--- config.mk ---
export PLATFORM = sky130hd
export DESIGN_NAME = pad10_1_strip
export DESIGN_NICKNAME = d
export VERILOG_FILES = /design/src/rtl/pad10_1_strip.sv
export SDC_FILE = /design/constraint.sdc
export NUM_CORES = 1
export LEC_CHECK = 0
export BUFFER_PORTS_ARGS = -buffer_cell sky130_fd_sc_hd__buf_2
export CAP_MARGIN = 10
export CORE_ASPECT_RATIO = 0.8
export CORE_MARGIN = 5
export CORE_UTILIZATION = 58
export DETAILED_ROUTE_END_ITERATION = 10
export PLACE_DENSITY = 0.82
export SKIP_CTS_REPAIR_TIMING = 1
export SYNTH_ARGS = -nofsm -noshare
export SYNTH_HDL_FRONTEND = slang
export SYNTH_SLANG_ARGS = --single-unit
export TNS_END_PERCENT = 10
--- constraint.sdc ---
create_clock -name clk -period 4.59 [get_ports clk]
set_input_delay 0.459 -clock clk [delete_from_list [all_inputs] [get_ports clk]]
set_output_delay 0.459 -clock clk [all_outputs]
set_load 0.01 [all_outputs]
--- src/rtl/pad10_1_strip.sv ---
// Strips single-block pad10*1 padding from a final rate block and reports the message length.
// Define PAD10_1_STRIP_FAST_EN to resolve the whole block in CHECK with a priority encoder instead of scanning.
module pad10_1_strip #(
  parameter int R_BITS = 8,
  parameter int LEN_W  = $clog2(R_BITS)
) (
  input  logic              clk,
  input  logic              rst_n,
  input  logic              start,
  input  logic [R_BITS-1:0] block,
  output logic [LEN_W-1:0]  msg_len,
  output logic              pad_ok,
  output logic              busy,
  output logic              done
);

  localparam logic [1:0] S_IDLE  = 2'd0;
  localparam logic [1:0] S_CHECK = 2'd1;
  localparam logic [1:0] S_SCAN  = 2'd2;
  localparam logic [1:0] S_DONE  = 2'd3;

  logic [1:0]        state_q, state_d;
  logic [R_BITS-1:0] blk_q, blk_d;
  logic [LEN_W-1:0]  idx_q, idx_d;
  logic [LEN_W-1:0]  len_q, len_d;
  logic              ok_q, ok_d;

`ifdef PAD10_1_STRIP_FAST_EN
  logic              enc_hit;
  logic [LEN_W-1:0]  enc_idx;

  // Later iterations overwrite earlier ones, so the highest set bit below the final 1 wins.
  always_comb begin
    enc_hit = 1'b0;
    enc_idx = '0;
    for (int i = 0; i < R_BITS - 1; i++) begin
      if (blk_q[i]) begin
        enc_hit = 1'b1;
        enc_idx = LEN_W'(i);
      end
    end
  end
`endif

  always_comb begin
    state_d = state_q;
    blk_d   = blk_q;
    idx_d   = idx_q;
    len_d   = len_q;
    ok_d    = ok_q;
    case (state_q)
      S_IDLE: begin
        if (start) begin
          blk_d   = block;
          ok_d    = 1'b0;
          state_d = S_CHECK;
        end
      end
      S_CHECK: begin
        if (!blk_q[R_BITS-1]) begin
          ok_d    = 1'b0;
          len_d   = '0;
          state_d = S_DONE;
        end else begin
`ifdef PAD10_1_STRIP_FAST_EN
          ok_d    = enc_hit;
          len_d   = enc_hit ? enc_idx : '0;
          state_d = S_DONE;
`else
          idx_d   = LEN_W'(R_BITS - 2);
          state_d = S_SCAN;
`endif
        end
      end
`ifndef PAD10_1_STRIP_FAST_EN
      S_SCAN: begin
        if (blk_q[idx_q]) begin
          len_d   = idx_q;
          ok_d    = 1'b1;
          state_d = S_DONE;
        end else if (idx_q == '0) begin
          // Reached bit 0 without finding the leading pad 1: malformed padding.
          len_d   = '0;
          ok_d    = 1'b0;
          state_d = S_DONE;
        end else begin
          idx_d   = idx_q - LEN_W'(1);
        end
      end
`endif
      S_DONE: begin
        state_d = S_IDLE;
      end
      default: begin
        state_d = S_IDLE;
      end
    endcase
  end

  always_ff @(posedge clk) begin
    if (!rst_n) begin
      state_q <= S_IDLE;
      blk_q   <= '0;
      idx_q   <= '0;
      len_q   <= '0;
      ok_q    <= 1'b0;
    end else begin
      state_q <= state_d;
      blk_q   <= blk_d;
      idx_q   <= idx_d;
      len_q   <= len_d;
      ok_q    <= ok_d;
    end
  end

  assign msg_len = len_q;
  assign pad_ok  = ok_q;
  assign busy    = (state_q == S_CHECK) || (state_q == S_SCAN);
  assign done    = (state_q == S_DONE);

endmodule

==> impl_metrics.ini, run 1 <==
[outcome]
status = finished clean

[setup_path]
crit_path_start_kind = flip-flop
cp.required_ns = 4.83
critPathKind = reg2reg
r2r_slack_ns = 2.74
cp_max_fo = 9
slowest_delay_ns = 0.47
worstPathArrival_ns = 2.08
crit_start = idx_q[1]
cpMaxStageDelayCell = dfxtp_1
rr_worst_depth = 5
endpoint = idx_q[1]
r2r-end = idx_q[1]
cp_cell_sequence = mux2_2 > a32o_2 > o21a_4 > o21ai_0 > o311a_1
timing.rr.start = idx_q[1]
end_kind = flip-flop

[global_route]
first_global_vias = 838
track_usage_pct = 18.4
grt_max_degree = 24
antenna_found_initial = 0
grt_overflow_total = 0
grt_pass1_wl_um = 3600

[pwr]
leakagePower_nw = 0.446
peakVddDrop_v = 0.000276
power_density_nw_per_um2 = 498

[yosys]
synth_area_sq_um = 977
synth.top_cell.area_share_pct = 34.8
yosysSeqAreaShare_pct = 34.8
synth_seq_cells = 17
synth_nets = 132
ys_top_cells_by_area = dfxtp_1 (35%), ha_1 (9.0%), nand2_1 (7.3%)
synth_cell_types = 27
synth_top_cell_by_area = dfxtp_1
synth_cells = 114
avgSynthCellArea_sq_um = 8.57
synth-warning-count = 0

[timing]
fin_crit_ns = 1.85
drv_slew = 0
rsz0062_at_grt = false
setup_violations = 0
final_hold_viol_count = 0
clock_skew_ns = 0.00592
slew-limit-headroom_pct = 76.0
setup_tns_ns = 0
worst_pin_slew_ns = 0.361
hold_ws_ns = 0.418
max_freq_ghz = 0.542
post-route-period-util_pct = 40.2

[min_path]
hold_path.class = in2reg
worstHoldPathCells = 3

[cts]
tritoncts = done
clk-insertion-delay-late_ns = 0.29
h-tree-depth = 1
clock_sinks = 17
cts_buffers = 3
clk_pin_slew_ns = 0.09
cts_root_buf = clkbuf_4
clock_path_buffers = 2

[drt]
drtPass1Iterations = 4
drt-vias-per-instance = 5.82
wl_per_cell_um = 14.1
wirelength_um = 2130
drt.antenna.violating_nets = 0
drc = 0
num_vias = 879
drt_iter0_drc = 18

[finish]
fin_nets = 148
syn_to_final_growth_pct = 11.8
regArea_sq_um = 340
n_antenna_cell = 0
drive_gt1_share_pct = 21.7
multi_input_area_sq_um = 596
fillers = 131

[floorplan]
design.core.area_sq_um = 1610
die_w_um = 55.9
die_y_um = 46.7
start_util_pct = 60.7
rows = 13
fp.dieArea_sq_um = 2610
num_io_pins = 17

[place]
io_buffers = 16
gp_congestion = 0.828
dp_hpwl_um = 1680

[run]
max-cap-violations = 0
## logic make-up (layout without fill, tap and decap cells)
kind of cell	after synthesis	in the layout	share of synthesized area [%]
compound gates	26	26	20.7
fa+ha+maj	7	7	8.96
buf+inv	11	26	4.23
flops	17	17	34.8
mux	6	6	7.04
simple gates	47	47	24.2
## area by class of cell
type / count / share of cell area [%]
inverters: 6 / 2.06
flip-flops and latches: 17 / 31.2
clock buffers: 4 / 2.41
well taps: 22 / 2.52
multi-input cells: 86 / 54.5
repair buffers: 16 / 7.33
## state kept, by name, indices dropped and copies added, names as in the netlist
signal,count
blk_q,8
idx_q,3
msg_len,3
state_q,2
pad_ok,1
## report_power, final
| part | leakage, nW | internal [mW] | total (mW) | switching, mW |
|---|---|---|---|---|
| registers | 0.139 | 0.176 | 0.211 | 0.0344 |
| logic | 0.292 | 0.106 | 0.256 | 0.150 |
| clock network | 0.0150 | 0.0338 | 0.0773 | 0.0435 |
| total | 0.446 | 0.316 | 0.544 | 0.228 |
## Yosys cell counts
cell      number
mux2_4         1
nand4_1        1
nand2b_1       3
mux2_2         3
nor3b_1        2
ha_1           7
nor3_1         1
o311a_1        2
a21boi_0       8
inv_1          6
nand3b_1       1
a32o_2         2
nor2b_1        3
nand2_1       19
o21a_1         1
o21ai_0        6
nor3_4         1
clkbuf_1       5
mux2i_1        2
nor2_1         2
dfxtp_1       17
o31ai_1        1
a21oi_2        1
o31a_1         1
o21a_4         1
o211ai_1       3
nand3_1       14
## per-stage QoR
step | setup WS [ns] | total power [mW] | area [sq um] | utilization (%) | cells
finish | 2.74 | 0.544 | 1090 | 67.8 | 151
global placement | 2.85 | 0.452 | 1070 | 66.2 | 147
detailed placement | 2.77 | 0.469 | 1070 | 66.2 | 147
CTS | 2.76 | 0.545 | 1090 | 67.8 | 151
global route | 2.64 | 0.592 | 1090 | 67.8 | 151
floorplan | 2.90 | 0.404 | 977 | - | 114
## worst max-delay path, delay by kind of cell (launching register included)
family	cells	cell delay, ns
AOI/OAI and AO/OA	4	0.94
muxes	1	0.39
DFF	1	0.47
## cell usage in the layout (no fill, tap or decap)
cell | synthesis | routed
nand2_1 | 19 | 19
dfxtp_1 | 17 | 17
buf_2 | 0 | 16
nand3_1 | 14 | 14
a21boi_0 | 8 | 8
ha_1 | 7 | 7
inv_1 | 6 | 6
o21ai_0 | 6 | 6
nor2b_1 | 3 | 3
mux2_2 | 3 | 3
nand2b_1 | 3 | 3
o211ai_1 | 3 | 3
clkbuf_4 | 0 | 3
a32o_2 | 2 | 2
nor2_1 | 2 | 2
mux2i_1 | 2 | 2
o311a_1 | 2 | 2
nor3b_1 | 2 | 2
mux2_4 | 1 | 1
o21a_4 | 1 | 1
nor3_4 | 1 | 1
a21oi_2 | 1 | 1
o31ai_1 | 1 | 1
nor3_1 | 1 | 1
nand3b_1 | 1 | 1
o31a_1 | 1 | 1
o21a_1 | 1 | 1
nand4_1 | 1 | 1
clkbuf_1 | 5 | 1
## worst min path at each step
stage	startpoint	endpoint
floorplan	blk_q[1]	blk_q[1]
global placement	msg_len[0]	msg_len[0]
detailed placement	blk_q[1]	blk_q[1]
CTS	block[2]	blk_q[2]
global route	block[3]	blk_q[3]
finish	block[2]	blk_q[2]
## metal layers
layer | track usage (%) | up-vias | part of all wire (%)
met3 | 5.04 | 2 | 4.6
met5 | 0 | - | 0
met4 | 5.69 | 0 | 0.89
li1 | - | 437 | -
met1 | 20.8 | 416 | 44
met2 | 34.9 | 24 | 51
Note: power is estimated with default switching activity, not from simulation.
==> run 2: changes to the inputs <==
Settings changed: CORE_UTILIZATION 58 to 54, PLACE_DENSITY 0.82 to 0.77.
Clock period 4.59 ns to 1.85 ns, I/O delays scaled along.
==> impl_metrics.ini, run 2 (synthesis gave the netlist of run 1 again) <==
[finish]
final_common_cell = nand2_1
drive_gt1_share_pct = 23.8
n_antenna_cell = 0
multi_input_area_sq_um = 596
largest_reg_flops = 8
post-route-util_pct = 65.8
syn_to_final_growth_pct = 12.8
regArea_sq_um = 343
final_cell_mix = nand2_1 (19), buf_2 (16), dfxtp_1 (15), nand3_1 (14), a21boi_0 (8)
regMostFlops = blk_q
fin_nets = 149
fillers = 151
fin_cells = 152

[place]
dp_hpwl_um = 1550
gp_congestion = 0.779
io_buffers = 16
place_inst = 148

[outcome]
status = finished clean

[timing]
setup_tns_ns = 0
clock_skew_ns = 0.00546
setup_violations = 0
max_freq_ghz = 0.574
rsz0062_at_grt = false
post-route-period-util_pct = 94.2
hold_ws_ns = 0.144
drv_slew = 0
final_hold_viol_count = 0
slew-limit-headroom_pct = 75.7
worst_pin_slew_ns = 0.363
fin_crit_ns = 1.74

[pwr]
peakVddDrop_v = 0.000681
power_mw = 1.39
pwr-share-seq_pct = 38.0
power_switching_mw = 0.579
power_frac_comb_pct = 47.6
internal-power_mw = 0.806
clock_power_share_pct = 14.4
p_sw_share_pct = 41.8
leakagePower_nw = 0.452
power_density_nw_per_um2 = 1260

[cts]
clock_sinks = 17
h-tree-depth = 1
cts_buffers = 3
clock_path_buffers = 2
cts_root_buf = clkbuf_4
clk-insertion-delay-late_ns = 0.29
clk_pin_slew_ns = 0.10
tritoncts = done

[global_route]
grt_overflow_total = 0
grt_max_degree = 24
antenna_found_initial = 0
first_global_vias = 835
grt_pass1_wl_um = 3730
track_usage_pct = 17.6

[floorplan]
start_util_pct = 58.3
num_io_pins = 17
design.core.area_sq_um = 1680
rows = 13
fp.dieArea_sq_um = 2770
die_y_um = 48.1
die_w_um = 57.6

[drt]
drt-vias-per-instance = 5.60
drt.antenna.violating_nets = 0
num_vias = 851
wirelength_um = 2100
wl_per_cell_um = 13.8
drt_iter0_drc = 20
drtPass1Iterations = 4
drc = 0

[setup_path]
end_kind = flip-flop
crit_path_start_kind = flip-flop
worstPathArrival_ns = 1.94
cp_max_fo = 6
critPathKind = reg2reg
cp.required_ns = 2.05

[min_path]
hold_path.class = in2reg

[run]
max-cap-violations = 0
-- run 2: area by class of cell --
type | instances | area share, %
clock buffers | 4 | 2.38
inverters | 6 | 2.04
multi-input cells | 86 | 54.0
flip-flops and latches | 17 | 31.1
well taps | 22 | 2.50
repair buffers | 17 | 7.95
-- run 2: power by group through the flow --
stage                     registers [mW]  logic (mW)  clock network (mW)
after floorplan                    0.492       0.510                   0
after global placement             0.523       0.629                   0
after detailed placement           0.529       0.646                   0
after CTS                          0.521       0.651               0.207
after global routing               0.536       0.735               0.224
final                              0.526       0.659               0.200
-- run 2: per-stage QoR --
step / setup WS (ns) / instance area (sq um)
6_report: 0.107 / 1100
5_1_grt: 0.0306 / 1100
4_1_cts: 0.0467 / 1100
3_5_place_dp: 0.0723 / 1070
3_3_place_gp: 0.112 / 1070
2_1_floorplan: 0.161 / 977
-- run 2: worst paths after layout --
path / start / endpoint / slack, ns / cells after the start
setup / recovery: idx_q[1] / state_q[0] / 0.11 / 5
setup reg to reg: idx_q[1] / state_q[0] / 0.11 / 5
hold reg to reg: msg_len[1] / msg_len[1] / 0.46 / 2
hold / removal: block[4] / blk_q[4] / 0.14 / 3
-- run 2: layer usage --
| layer | vias to the layer above | share of wire (%) | track usage, % |
|---|---|---|---|
| met3 | 2 | 3.8 | 5.12 |
| met2 | 13 | 47 | 31.3 |
| met1 | 401 | 49 | 21.5 |
| met5 | - | 0 | 0 |
| met4 | 0 | 0.62 | 4.17 |
| li1 | 435 | - | - |
-- run 2: worst max-delay path: stages (launching register included) --
cell and delay (ns):
dfxtp_2 0.40, mux2_2 0.37, a32o_2 0.30, nor3_4 0.29
nor3_1 0.11, o21a_1 0.18
